<file path="config.mk">
export PLATFORM = sky130hd
export DESIGN_NAME = alu_req_arbiter
export DESIGN_NICKNAME = d
export VERILOG_FILES = /design/src/rtl/alu_pkg.sv /design/src/rtl/alu_core.sv /design/src/rtl/alu_req_arbiter.sv
export SDC_FILE = /design/constraint.sdc
export NUM_CORES = 1
export LEC_CHECK = 0
export BUFFER_PORTS_ARGS = -buffer_cell sky130_fd_sc_hd__buf_2
export CAP_MARGIN = 0
export CORE_UTILIZATION = 56
export DETAILED_ROUTE_END_ITERATION = 10
export PLACE_DENSITY = 0.8
export SLEW_MARGIN = 20
export SYNTH_ARGS = -nofsm -noshare
export SYNTH_HDL_FRONTEND = slang
export SYNTH_HIERARCHICAL = 1
export SYNTH_SLANG_ARGS = --single-unit
</file>
<file path="constraint.sdc">
create_clock -name clk -period 4.15 [get_ports clk]
set_clock_uncertainty 0.2 [all_clocks]
set_input_delay 0.83 -clock clk [delete_from_list [all_inputs] [get_ports clk]]
set_output_delay 0.83 -clock clk [all_outputs]
set_load 0.01 [all_outputs]
</file>
<file path="src/rtl/alu_pkg.sv">
// Shared opcode encodings and sequencing states for the ALU request arbiter.
package alu_pkg;

  localparam logic [2:0] OP_ADD = 3'b000;
  localparam logic [2:0] OP_SUB = 3'b001;
  localparam logic [2:0] OP_AND = 3'b010;
  localparam logic [2:0] OP_OR  = 3'b011;
  localparam logic [2:0] OP_MUL = 3'b100;

  typedef enum logic [1:0] {
    ST_IDLE = 2'd0,
    ST_EXEC = 2'd1,
    ST_RESP = 2'd2
  } state_t;

endpackage

</file>
<file path="src/rtl/alu_core.sv">
// Purely combinational ALU: zero-extended operands, 2*W result, illegal-opcode flag and zero flag.
module alu_core
  import alu_pkg::*;
#(
  parameter int W = 4
) (
  input  logic [W-1:0]   a,
  input  logic [W-1:0]   b,
  input  logic [2:0]     op,
  output logic [2*W-1:0] result,
  output logic           zero,
  output logic           err
);

  logic [2*W-1:0] a_ext;
  logic [2*W-1:0] b_ext;

  always_comb begin
    a_ext  = {{W{1'b0}}, a};
    b_ext  = {{W{1'b0}}, b};
    result = '0;
    err    = 1'b0;
    case (op)
      OP_ADD:  result = a_ext + b_ext;
      OP_SUB:  result = a_ext - b_ext;
      OP_AND:  result = a_ext & b_ext;
      OP_OR:   result = a_ext | b_ext;
      OP_MUL:  result = a_ext * b_ext;
      default: err    = 1'b1;
    endcase
    // zero follows the result computed here, so it can never lag the registered value
    zero = (result == '0);
  end

endmodule

</file>
<file path="src/rtl/alu_req_arbiter.sv">
// Two-requester round-robin front end for a shared ALU with a one-deep response register.
//   state   | meaning
//   ST_IDLE | granting; req_ready driven to the round-robin winner
//   ST_EXEC | captured request evaluated, response registered at cycle end
//   ST_RESP | rsp_valid high, held until rsp_ready
module alu_req_arbiter
  import alu_pkg::*;
#(
  parameter int W = 4
) (
  input  logic           clk,
  input  logic           rst_n,
  input  logic [1:0]     req_valid,
  output logic [1:0]     req_ready,
  input  logic [W-1:0]   req0_a,
  input  logic [W-1:0]   req0_b,
  input  logic [2:0]     req0_op,
  input  logic [W-1:0]   req1_a,
  input  logic [W-1:0]   req1_b,
  input  logic [2:0]     req1_op,
  output logic           rsp_valid,
  input  logic           rsp_ready,
  output logic [2*W-1:0] rsp_result,
  output logic           rsp_zero,
  output logic           rsp_id,
  output logic           rsp_err
);

  state_t         state_q, state_d;
  logic           last_q, last_d;
  logic [W-1:0]   a_q, a_d, b_q, b_d;
  logic [2:0]     op_q, op_d;
  logic           id_q, id_d;
  logic [2*W-1:0] result_q, result_d;
  logic           zero_q, zero_d;
  logic           err_q, err_d;
  logic           rsp_id_q, rsp_id_d;

  logic           gnt_id;
  logic           handshake;
  logic [2*W-1:0] core_result;
  logic           core_zero;
  logic           core_err;

  alu_core #(.W(W)) u_alu_core (
    .a      (a_q),
    .b      (b_q),
    .op     (op_q),
    .result (core_result),
    .zero   (core_zero),
    .err    (core_err)
  );

  always_comb begin
    gnt_id    = (&req_valid) ? ~last_q : req_valid[1];
    req_ready = '0;
    if (state_q == ST_IDLE && (|req_valid)) req_ready[gnt_id] = 1'b1;
    handshake = |(req_valid & req_ready);

    state_d  = state_q;
    last_d   = last_q;
    a_d      = a_q;
    b_d      = b_q;
    op_d     = op_q;
    id_d     = id_q;
    result_d = result_q;
    zero_d   = zero_q;
    err_d    = err_q;
    rsp_id_d = rsp_id_q;

    case (state_q)
      ST_IDLE: begin
        // round-robin state moves only on an actual handshake
        if (handshake) begin
          state_d = ST_EXEC;
          last_d  = gnt_id;
          id_d    = gnt_id;
          a_d     = gnt_id ? req1_a  : req0_a;
          b_d     = gnt_id ? req1_b  : req0_b;
          op_d    = gnt_id ? req1_op : req0_op;
        end
      end
      ST_EXEC: begin
        state_d  = ST_RESP;
        result_d = core_result;
        zero_d   = core_zero;
        err_d    = core_err;
        rsp_id_d = id_q;
      end
      ST_RESP: begin
        if (rsp_ready) state_d = ST_IDLE;
      end
      default: state_d = ST_IDLE;
    endcase
  end

  always_ff @(posedge clk or negedge rst_n) begin
    if (!rst_n) begin
      state_q  <= ST_IDLE;
      last_q   <= 1'b1;
      a_q      <= '0;
      b_q      <= '0;
      op_q     <= '0;
      id_q     <= 1'b0;
      result_q <= '0;
      zero_q   <= 1'b0;
      err_q    <= 1'b0;
      rsp_id_q <= 1'b0;
    end else begin
      state_q  <= state_d;
      last_q   <= last_d;
      a_q      <= a_d;
      b_q      <= b_d;
      op_q     <= op_d;
      id_q     <= id_d;
      result_q <= result_d;
      zero_q   <= zero_d;
      err_q    <= err_d;
      rsp_id_q <= rsp_id_d;
    end
  end

  assign rsp_valid  = (state_q == ST_RESP);
  assign rsp_result = result_q;
  assign rsp_zero   = zero_q;
  assign rsp_err    = err_q;
  assign rsp_id     = rsp_id_q;

endmodule

</file>
Word-level counts from Yosys, hierarchy flattened
Index checks and enable logic that the tools add are counted.

cells by class
  $mul = 1
  reduce and logical (&&, ||, !) cells = 11
  muxes and demuxes = 12
  bitwise operators = 4
  $add $sub $neg = 2
  order comparisons = 2
  eq/ne operators = 8

operator list
  operator            number
  $pmux 8 s5          1
  $logic_not 8->1     1
  $mul 4x4->8         1
  $mux 4              2
  $eq 3x2->1 const B  2
  $mux 2              3
  $pmux 2 s3          1
  $reduce_and 2->1    3
  $add 4x4->5         1
  $reduce_or 5->1     1
  $sub 4x4->5         1
  $and 4x4->4         1
  $or 4x4->4          1
  $reduce_or 2->1     2
  $eq 3x1->1 const B  1
  $eq 3x3->1 const B  1
  $logic_not 3->1     1
  $mux 1              3
  $mux 3              1
  $and 2x2->2         1
  $eq 2x1->1 const B  1
  $eq 2x2->1 const B  1
  $logic_and 1x1->1   2
  $logic_not 2->1     1
  6 further kinds     6

storage, ports and cells
  output and inout bits = 14
  word-level logic and storage cells = 50
  bits of input ports = 27
  bits in registers = 26

Longest topological paths before layout
Gate-level depths: netlist of run 1.

  depth after elaboration = 11
  gate-level depth with buffers = 13
  mapped depth without buffers = 13

Cells and area by module
Netlist of run 1, hierarchy kept.

by module, submodules not included
  module           cells an instance  times used  sequential area each (um2)  area each (um2)
  alu_req_arbiter  104                1           651.9                       1270.0
  alu_core         117                1           0.0                         928.4

Worst setup path before layout of run 1
No wires, ideal clock.

  path kind = register -> register
  from = register a_q[1]
  to = register zero_q (netlist: rsp_zero)
  cell stages (with the launch flop) = 13
  required time = 3825 ps
  path buffers = 0
  period minus slack after synthesis = 3524 ps
  path slack = 626 ps
  library setup time = 125 ps
  data arrival time = 3199 ps
  path through = dfrtp_1 > nand2_1 > fa_1 > inv_1 > fa_1 > fa_1 > a21o_1 > a21oi_1 > xor2_1 > o21ai_1 > nor4_1 > and4bb_1 > mux2_4

between the ends
  longest elaborated chain between the ends = 3
  elaborated cells between the ends (all ways) = 7
  those cells by class = 2 x add/sub; 1 x mul; 1 x mux; 2 x bitwise; 1 x reduce/logical

RTL lines
  what                                        line                            source
  from (decl)                                 alu_req_arbiter.sv:31           logic [W-1:0] a_q, a_d, b_q, b_d;
  from (signal assigned)                      alu_req_arbiter.sv:101          a_q <= '0;
  from (signal assigned)                      alu_req_arbiter.sv:112          a_q <= a_d;
  $mul 4x4->8 or $sub 4x4->5 (tied branches)  alu_core.sv:28, alu_core.sv:25
  $pmux 8 s5 (*)                              alu_core.sv:23                  case (op)
  net core_result[6]                          alu_req_arbiter.sv:41           logic [2*W-1:0] core_result;
  $logic_not 8->1 (*)                         alu_core.sv:32                  zero = (result == '0);
  net core_zero                               alu_req_arbiter.sv:42           logic core_zero;
  to (signal assigned)                        alu_req_arbiter.sv:117          zero_q <= zero_d;
  to (decl)                                   alu_req_arbiter.sv:35           logic zero_q, zero_d;

Mark *: on every way through the listed nets, which the timed path passes. The rest lies on a longest branch.
A chain may end at the register's enable or synchronous reset.

Final worst setup path of run 1
Same ends and word-level chain as after synthesis.

==> results of run 1 <==
## registers in the layout (all words and copies together) (netlist names)
| name | cells |
|---|---|
| rsp_result | 8 |
| a_q | 4 |
| b_q | 4 |
| op_q | 3 |
| state_q | 2 |
| id_q | 1 |
| last_q | 1 |
| rsp_err | 1 |
| rsp_id | 1 |
| rsp_zero | 1 |
## where the power goes
part,internal (mW),switching [mW]
logic,0.604,0.647
clock network,0.129,0.0893
registers,0.371,0.145
## critical path, delay by kind of cell (launching register included)
family | cells | cell delay, ns
xor+xnor | 1 | 0.11
buf+inv | 1 | 0.06
simple gates | 3 | 0.40
mux | 1 | 0.26
fa+ha+maj | 3 | 1.55
compound gates | 3 | 0.59
flops | 1 | 0.55
## stage by stage
stage | cell area (um^2) | power, mW | utilization | hold WS [ns]
floorplan | 2198 | 1.509 | - | 0.2585
global placement | 2397 | 1.716 | 0.6451 | 0.2755
detailed placement | 2397 | 1.754 | 0.6451 | 0.2899
CTS | 2469 | 1.986 | 0.6643 | 0.3062
global route | 2471 | 2.164 | 0.6650 | 0.3340
finish | 2471 | 1.986 | 0.6650 | 0.3086
## metal layers
metal  wire length [um]  vias up  GRT usage
met5                  0        -          0
met4                 68        0     0.1000
met3                149        7    0.02641
met2               2158       48     0.4105
met1               1954      809     0.2865
li1                   -      829          -
## synth_stat cells (all sizes together), types with 3 or more instances
cell type / instances
inv: 43
dfrtp: 25
ha: 24
o21ai: 18
nor2: 17
nand2: 12
mux2: 11
o221ai: 11
buf: 6
fa: 6
a21oi: 5
mux2i: 4
a21o: 3
nand2b: 3
nand3b: 3
nor2b: 3
xnor2: 3
## cells by family (layout without fill, tap and decap cells)
logic type | Yosys count | after routing | synth area share
flip-flops | 26 | 26 | 0.2965
adder cells (fa/ha/maj) | 30 | 30 | 0.1912
XOR/XNOR | 4 | 4 | 0.01594
AND/OR/NAND/NOR | 48 | 48 | 0.1173
buffers and inverters | 49 | 87 | 0.1013
AO/OA/AOI/OAI | 49 | 49 | 0.1878
multiplexers | 15 | 15 | 0.08993
## final timing paths
check	start	to	slack [ns]	depth (start not counted)
max	a_q[1]$_DFFE_PN0P_	rsp_zero$_DFFE_PN0N_	0.33	12
max in group asynchronous	rst_n	op_q[1]$_DFFE_PN0P_	3.02	1
min	last_q$_DFFE_PN1P_	last_q$_DFFE_PN1P_	0.31	2
min reg2reg	last_q$_DFFE_PN1P_	last_q$_DFFE_PN1P_	0.31	2
min in group asynchronous	rst_n	rsp_result[7]$_DFFE_PN0N_	0.34	1
max reg2reg	a_q[1]$_DFFE_PN0P_	rsp_zero$_DFFE_PN0N_	0.33	12
## layout make-up
cell class	count	area, um^2	share of cell area
clock buffer	3	41.29	0.01671
clock inverter	1	30.03	0.01215
inverter	43	161.4	0.06532
multi-input combinational	146	1326	0.5367
sequential	26	651.9	0.2638
tap	48	60.06	0.02430
timing repair buffer	40	200.2	0.08101
## cells in the final DEF (no fill, tap or decap), drive strengths merged, types with 4 or more instances in the layout
| master | n |
|---|---|
| nor2 | 17 |
| inv | 43 |
| mux2i | 4 |
| o221ai | 11 |
| mux2 | 11 |
| a21oi | 5 |
| fa | 6 |
| buf | 40 |
| o21ai | 18 |
| nand2 | 12 |
| ha | 24 |
| dfrtp | 25 |
==> load_flow_metrics.sql, run 1 <==
INSERT INTO impl_metrics (metric_group, metric, value, unit) VALUES
('sta', 'final-hold-violation-count', '0', ''),
('detailed_routing', 'antenna_left', '0', ''),
('die', 'chipHeight', '64.66', 'um'),
('detailed_routing', 'route.detailed.drc', '0', ''),
('worst_setup_path', 'critical_path.endpoint_type', 'flip-flop', ''),
('detailed_routing', 'detailedRoute.firstIterationViolations', '83', ''),
('cells_and_area', 'area.growth.synth_to_final', '12.41', '%'),
('synthesis', 'netlist_top_cells_area', 'sky130_fd_sc_hd__dfrtp_1 28%, sky130_fd_sc_hd__ha_1 14%, sky130_fd_sc_hd__inv_1 7.3%, sky130_fd_sc_hd__mux2_4 6.1%, sky130_fd_sc_hd__fa_1 5.5%', ''),
('die', 'std_cell_rows', '22', ''),
('place', 'post-place-cells', '303', ''),
('synthesis', 'syn_area_per_cell', '9.947', 'um^2'),
('worst_setup_path', 'cpPeakStageDelay', '0.55', 'ns'),
('hold_path', 'timing.hold.worst.class', 'reg2reg', ''),
('power', 'cellPowerDensity', '803.9', 'nW/um^2'),
('run_status', 'status', 'finished clean', ''),
('grt', 'grt.overflow.total', '0', ''),
('synthesis', 'synth_warnings', '6', ''),
('detailed_routing', 'route.detailed.wl_per_inst', '14.10', 'um'),
('sta', 'setup_violations', '0', ''),
('clock_network', 'tritoncts', 'built', ''),
('cells_and_area', 'nNetsFinal', '317', ''),
('synthesis', 'ys_seq_elements', '26', ''),
('clock_network', 'clock_tree.buffer_depth', '2', ''),
('die', 'ioPinCount', '41', ''),
('die', 'fp.coreArea', '3716', 'um^2'),
('clock_network', 'cts_inserted_buffers', '3', ''),
('clock_network', 'cts_resized', '0', ''),
('detailed_routing', 'dr.pass1.iters', '4', ''),
('clock_network', 'cts_setup_buffers', '0', ''),
('synthesis', 'syn-instance-count', '221', ''),
('clock_network', 'cts_hold_repair.buffers', '0', ''),
('worst_setup_path', 'critical_path.cell_chain', 'nand2_1, fa_1, inv_1, fa_1, fa_1, a21o_1, a21oi_1, xor2_1, o21ai_1, nor4_1, and4bb_1, mux2_4', ''),
('sta', 'timing.fmax', '0.2621', 'GHz'),
('place', 'pre_cts_slack', '0.3694', 'ns'),
('detailed_routing', 'detailroute.via_count', '1693', ''),
('sta', 'rsz_0062_raised_after_global_routing', 'false', ''),
('power', 'leakage', '1.366', 'nW'),
('cells_and_area', 'share_of_post_route_cells_with_drive_strength_above_1', '0.2973', ''),
('grt', 'number_of_antenna_violations_at_the_first_check_in_global_routing', '0', ''),
('run', 'max_cap_violations', '0', ''),
('cells_and_area', 'antenna_cells_inserted', '0', ''),
('sta', 'setup_ws', '0.3342', 'ns'),
('die', 'start_util', '0.5916', ''),
('sta', 'total_neg_setup_slack', '0', 'ns'),
('synthesis', 'postSynth.asyncResetShare', '1.000', ''),
('synthesis', 'yosysUniqueCellTypes', '45', ''),
('clock_network', 'cts_htree_levels', '1', ''),
('sta', 'final.period_utilization', '0.9195', ''),
('synthesis', 'synthesis.nets', '278', ''),
('synthesis', 'seq_area_frac_synth', '0.2965', ''),
('grt', 'pin_count_of_the_biggest_net_entering_global_routing', '27', ''),
('grt', 'grt_pass1_vias', '1691', ''),
('worst_setup_path', 'cp_max_fo', '8', ''),
('sta', 'slew_headroom', '0.5421', ''),
('synthesis', 'synth-edff-count', '0', ''),
('cells_and_area', 'fill_cells', '315', ''),
('detailed_routing', 'drt-total-wl', '4330', 'um'),
('worst_setup_path', 'critical_path_arrival', '3.79', 'ns'),
('die', 'die_width', '64.66', 'um'),
('place', 'place_hpwl', '3363', 'um'),
('worst_setup_path', 'crit_top_cell', 'sky130_fd_sc_hd__fa_1', ''),
('worst_setup_path', 'worst_setup_path_start_kind', 'flip-flop', ''),
('worst_setup_path', 'setup.worst_path.class', 'reg2reg', ''),
('detailed_routing', 'avgViaCountPerCell', '5.515', ''),
('clock_network', 'path_clk_slew', '0.10', 'ns'),
('power', 'vdd.ir_drop.worst', '0.3290', 'mV'),
('synthesis', 'yosys.area.top_type_share', '0.2846', ''),
('sta', 'tightestPinTransition', '0.6861', 'ns'),
('place', 'globalplace.congestion', '0.8753', ''),
('synthesis', 'most_instantiated_flip_flop_cell_in_the_synthesis_netlist', 'sky130_fd_sc_hd__dfrtp_1', ''),
('grt', 'grtUsageTotal', '0.2333', '');
(Power assumes the default switching activity.)
==> run 2, diff against run 1 <==
Settings changed: CORE_UTILIZATION 56 to 51, PLACE_DENSITY 0.8 to 0.77.
Clock period 4.15 ns to 3.15 ns, I/O delays scaled along.
==> load_flow_metrics.sql, run 2 (synthesized netlist as in run 1, its figures left out) <==
INSERT INTO impl_metrics (metric_group, metric, value, unit) VALUES
('cells_and_area', 'multi_input_area', '1388', 'um^2'),
('worst_setup_path', 'r2r_cells', '12', ''),
('power', 'sw_frac_of_total', '0.4273', ''),
('power', 'pwr-share-clk', '0.094', ''),
('power', 'cellPowerDensity', '1098', 'nW/um^2'),
('worst_setup_path', 'setup.worst_path.class', 'reg2reg', ''),
('clock_network', 'cts_htree_levels', '1', ''),
('clock_network', 'clock_tree.buffer_depth', '2', ''),
('worst_setup_path', 'cpPeakStageDelay', '0.61', 'ns'),
('cells_and_area', 'area.sequential', '653.1', 'um^2'),
('sta', 'tightestPinTransition', '0.5775', 'ns'),
('die', 'dieArea', '4577', 'um^2'),
('grt', 'pin_count_of_the_biggest_net_entering_global_routing', '27', ''),
('worst_setup_path', 'path_depth', '12', ''),
('detailed_routing', 'dr.pass1.iters', '4', ''),
('hold_path', 'timing.hold.worst.class', 'in2async', ''),
('worst_setup_path', 'critical_path.cell_chain', 'nand2_1, fa_1, inv_2, fa_2, ha_4, a211oi_4, nor3b_2, o21a_1, o21ai_1, nand3b_1, and4bb_1, mux2_4', ''),
('cells_and_area', 'fill_cells', '313', ''),
('place', 'place_hpwl', '3619', 'um'),
('die', 'std_cell_rows', '23', ''),
('worst_setup_path', 'worst-endpoint-required', '3.11', 'ns'),
('worst_setup_path', 'critical_path_arrival', '3.39', 'ns'),
('cells_and_area', 'post-route-cell-area', '2701', 'um^2'),
('power', 'sequentialPowerShare', '0.218', ''),
('detailed_routing', 'wl_met2', '2380', 'um'),
('clock_network', 'cts_inserted_buffers', '3', ''),
('die', 'die_width', '67.66', 'um'),
('cells_and_area', 'fin_util', '0.6657', ''),
('sta', 'setup_ws', '-0.2743', 'ns'),
('cells_and_area', 'share_of_post_route_cells_with_drive_strength_above_1', '0.3915', ''),
('place', 'pre_cts_slack', '-0.2506', 'ns'),
('worst_setup_path', 'critical_path.endpoint_type', 'flip-flop', ''),
('clock_network', 'path_clk_slew', '0.09', 'ns'),
('clock_network', 'clk-insertion-delay-late', '0.27', 'ns'),
('cells_and_area', 'mostFrequentLayoutCells', '42 x sky130_fd_sc_hd__inv_1, 40 x sky130_fd_sc_hd__buf_2, 24 x sky130_fd_sc_hd__dfrtp_1, 22 x sky130_fd_sc_hd__buf_4, 21 x sky130_fd_sc_hd__ha_1', ''),
('detailed_routing', 'wl_met3', '198', 'um'),
('die', 'ioPinCount', '41', ''),
('grt', 'grt_pass1_wl', '7500', 'um'),
('detailed_routing', 'antenna_left', '0', ''),
('grt', 'grtUsageTotal', '0.2171', ''),
('detailed_routing', 'detailroute.via_count', '1751', ''),
('worst_setup_path', 'cp_max_fo', '4', ''),
('worst_setup_path', 'crit_slowest_cell', 'sky130_fd_sc_hd__fa_2', ''),
('power', 'power.net_switching', '1.267', 'mW'),
('sta', 'final-hold-violation-count', '0', ''),
('sta', 'final_period_minus_worst_setup_slack', '3.424', 'ns'),
('power', 'leakage', '1.473', 'nW'),
('detailed_routing', 'drt-total-wl', '4700', 'um'),
('run_status', 'failed_checks', 'negative setup slack', ''),
('sta', 'slew_headroom', '0.6150', ''),
('cells_and_area', 'nNetsFinal', '339', ''),
('detailed_routing', 'detailedRoute.firstIterationViolations', '37', ''),
('place', 'io_buffer_count', '40', ''),
('detailed_routing', 'wl_met1', '2010', 'um'),
('sta', 'timing.fmax', '0.2920', 'GHz'),
('detailed_routing', 'highest_layer', 'met4', ''),
('grt', 'grt.overflow.total', '0', ''),
('clock_network', 'cts_hold_repair.buffers', '0', ''),
('worst_setup_path', 'reg2reg_slack', '-0.27', 'ns'),
('clock_network', 'clk_root_buffer_cell', 'sky130_fd_sc_hd__clkbuf_8', ''),
('grt', 'number_of_antenna_violations_at_the_first_check_in_global_routing', '0', ''),
('worst_setup_path', 'worst_setup_path_start_kind', 'flip-flop', ''),
('run_status', 'status', 'complete, but fails checks', ''),
('place', 'globalplace.congestion', '0.9114', ''),
('die', 'chipHeight', '67.66', 'um'),
('power', 'vdd.ir_drop.worst', '0.4577', 'mV'),
('cells_and_area', 'largest_reg_flops', '8', ''),
('power', 'report.power.total', '2.965', 'mW'),
('grt', 'grt_pass1_vias', '1714', ''),
('die', 'fp.coreArea', '4058', 'um^2'),
('place', 'post_dp_cell_area', '2559', 'um^2'),
('cells_and_area', 'antenna_cells_inserted', '0', ''),
('detailed_routing', 'avgViaCountPerCell', '5.290', ''),
('sta', 'fin_worst_hold_slack', '0.1414', 'ns'),
('power', 'power.combinational.fraction', '0.688', ''),
('power', 'power_report.internal_total', '1.698', 'mW'),
('cells_and_area', 'area.growth.synth_to_final', '22.88', '%'),
('sta', 'maxSlewViolCount', '0', ''),
('clock_network', 'tritoncts', 'built', ''),
('clock_network', 'clkSinkCount', '26', ''),
('cells_and_area', 'final_common_cell', 'sky130_fd_sc_hd__inv_1', ''),
('detailed_routing', 'route.detailed.wl_per_inst', '14.20', 'um'),
('sta', 'setup_violations', '4', ''),
('sta', 'final.period_utilization', '1.087', ''),
('worst_setup_path', 'worstPathBufferInverterCount', '1', ''),
('die', 'start_util', '0.5418', ''),
('run', 'max_cap_violations', '0', ''),
('detailed_routing', 'route.detailed.drc', '0', ''),
('worst_setup_path', 'cp_top_family', 'adder cells', ''),
('sta', 'rsz_0062_raised_after_global_routing', 'true', '');
run 2: cell types whose count changed in the layout (fill, tap and decap cells not counted), moves of 2 or more:
cell                    delta
sky130_fd_sc_hd__buf_4    +22
sky130_fd_sc_hd__ha_1      -3
sky130_fd_sc_hd__fa_1      -2
sky130_fd_sc_hd__fa_2      +2
sky130_fd_sc_hd__ha_4      +2
run 2: metrics by stage:
step | cells | setup TNS [ns]
finish | 331 | -0.5631
global route | 331 | -1.010
CTS | 328 | -0.4211
detailed placement | 324 | -0.4485
global placement | 324 | -0.2169
floorplan | 221 | -0.2036
run 2: path summary, 6_finish.rpt:
path	start	end
min in group clk	last_q$_DFFE_PN1P_	last_q$_DFFE_PN1P_
min reg2reg	last_q$_DFFE_PN1P_	last_q$_DFFE_PN1P_
max	b_q[1]$_DFFE_PN0P_	rsp_zero$_DFFE_PN0N_
max in group asynchronous	rst_n	a_q[1]$_DFFE_PN0P_
min	rst_n	rsp_result[7]$_DFFE_PN0N_
max reg2reg	b_q[1]$_DFFE_PN0P_	rsp_zero$_DFFE_PN0N_
run 2: what timing repair did:
item | in CTS | in global routing
pin swaps | 2 | 7
setup buffers | 0 | 3
gates resized for setup | 1 | 7
setup endpoints to repair | 4 | 5
run 2: power groups by stage:
stage / sequential (mW) / combinational [mW] / clock, mW
detailed placement: 0.654 / 1.85 / 0
global placement: 0.643 / 1.81 / 0
floorplan: 0.662 / 1.34 / 0
CTS: 0.647 / 1.89 / 0.286
global route: 0.670 / 2.25 / 0.302
finish: 0.645 / 2.04 / 0.279
run 2: cell type report:
| cell class | count | area share |
|---|---|---|
| sequential | 26 | 0.2418 |
| timing repair buffer | 62 | 0.1352 |
| multi-input combinational | 146 | 0.5137 |
| inverter | 43 | 0.05975 |
| tap | 50 | 0.02316 |
| clock inverter | 1 | 0.01112 |
| clock buffer | 3 | 0.01528 |
run 2: layer usage:
metal  vias to the layer above  GRT usage
li1                        880          -
met4                         0    0.09309
met5                         -          0
met1                       793     0.2720
met3                        12    0.02872
met2                        66     0.3688
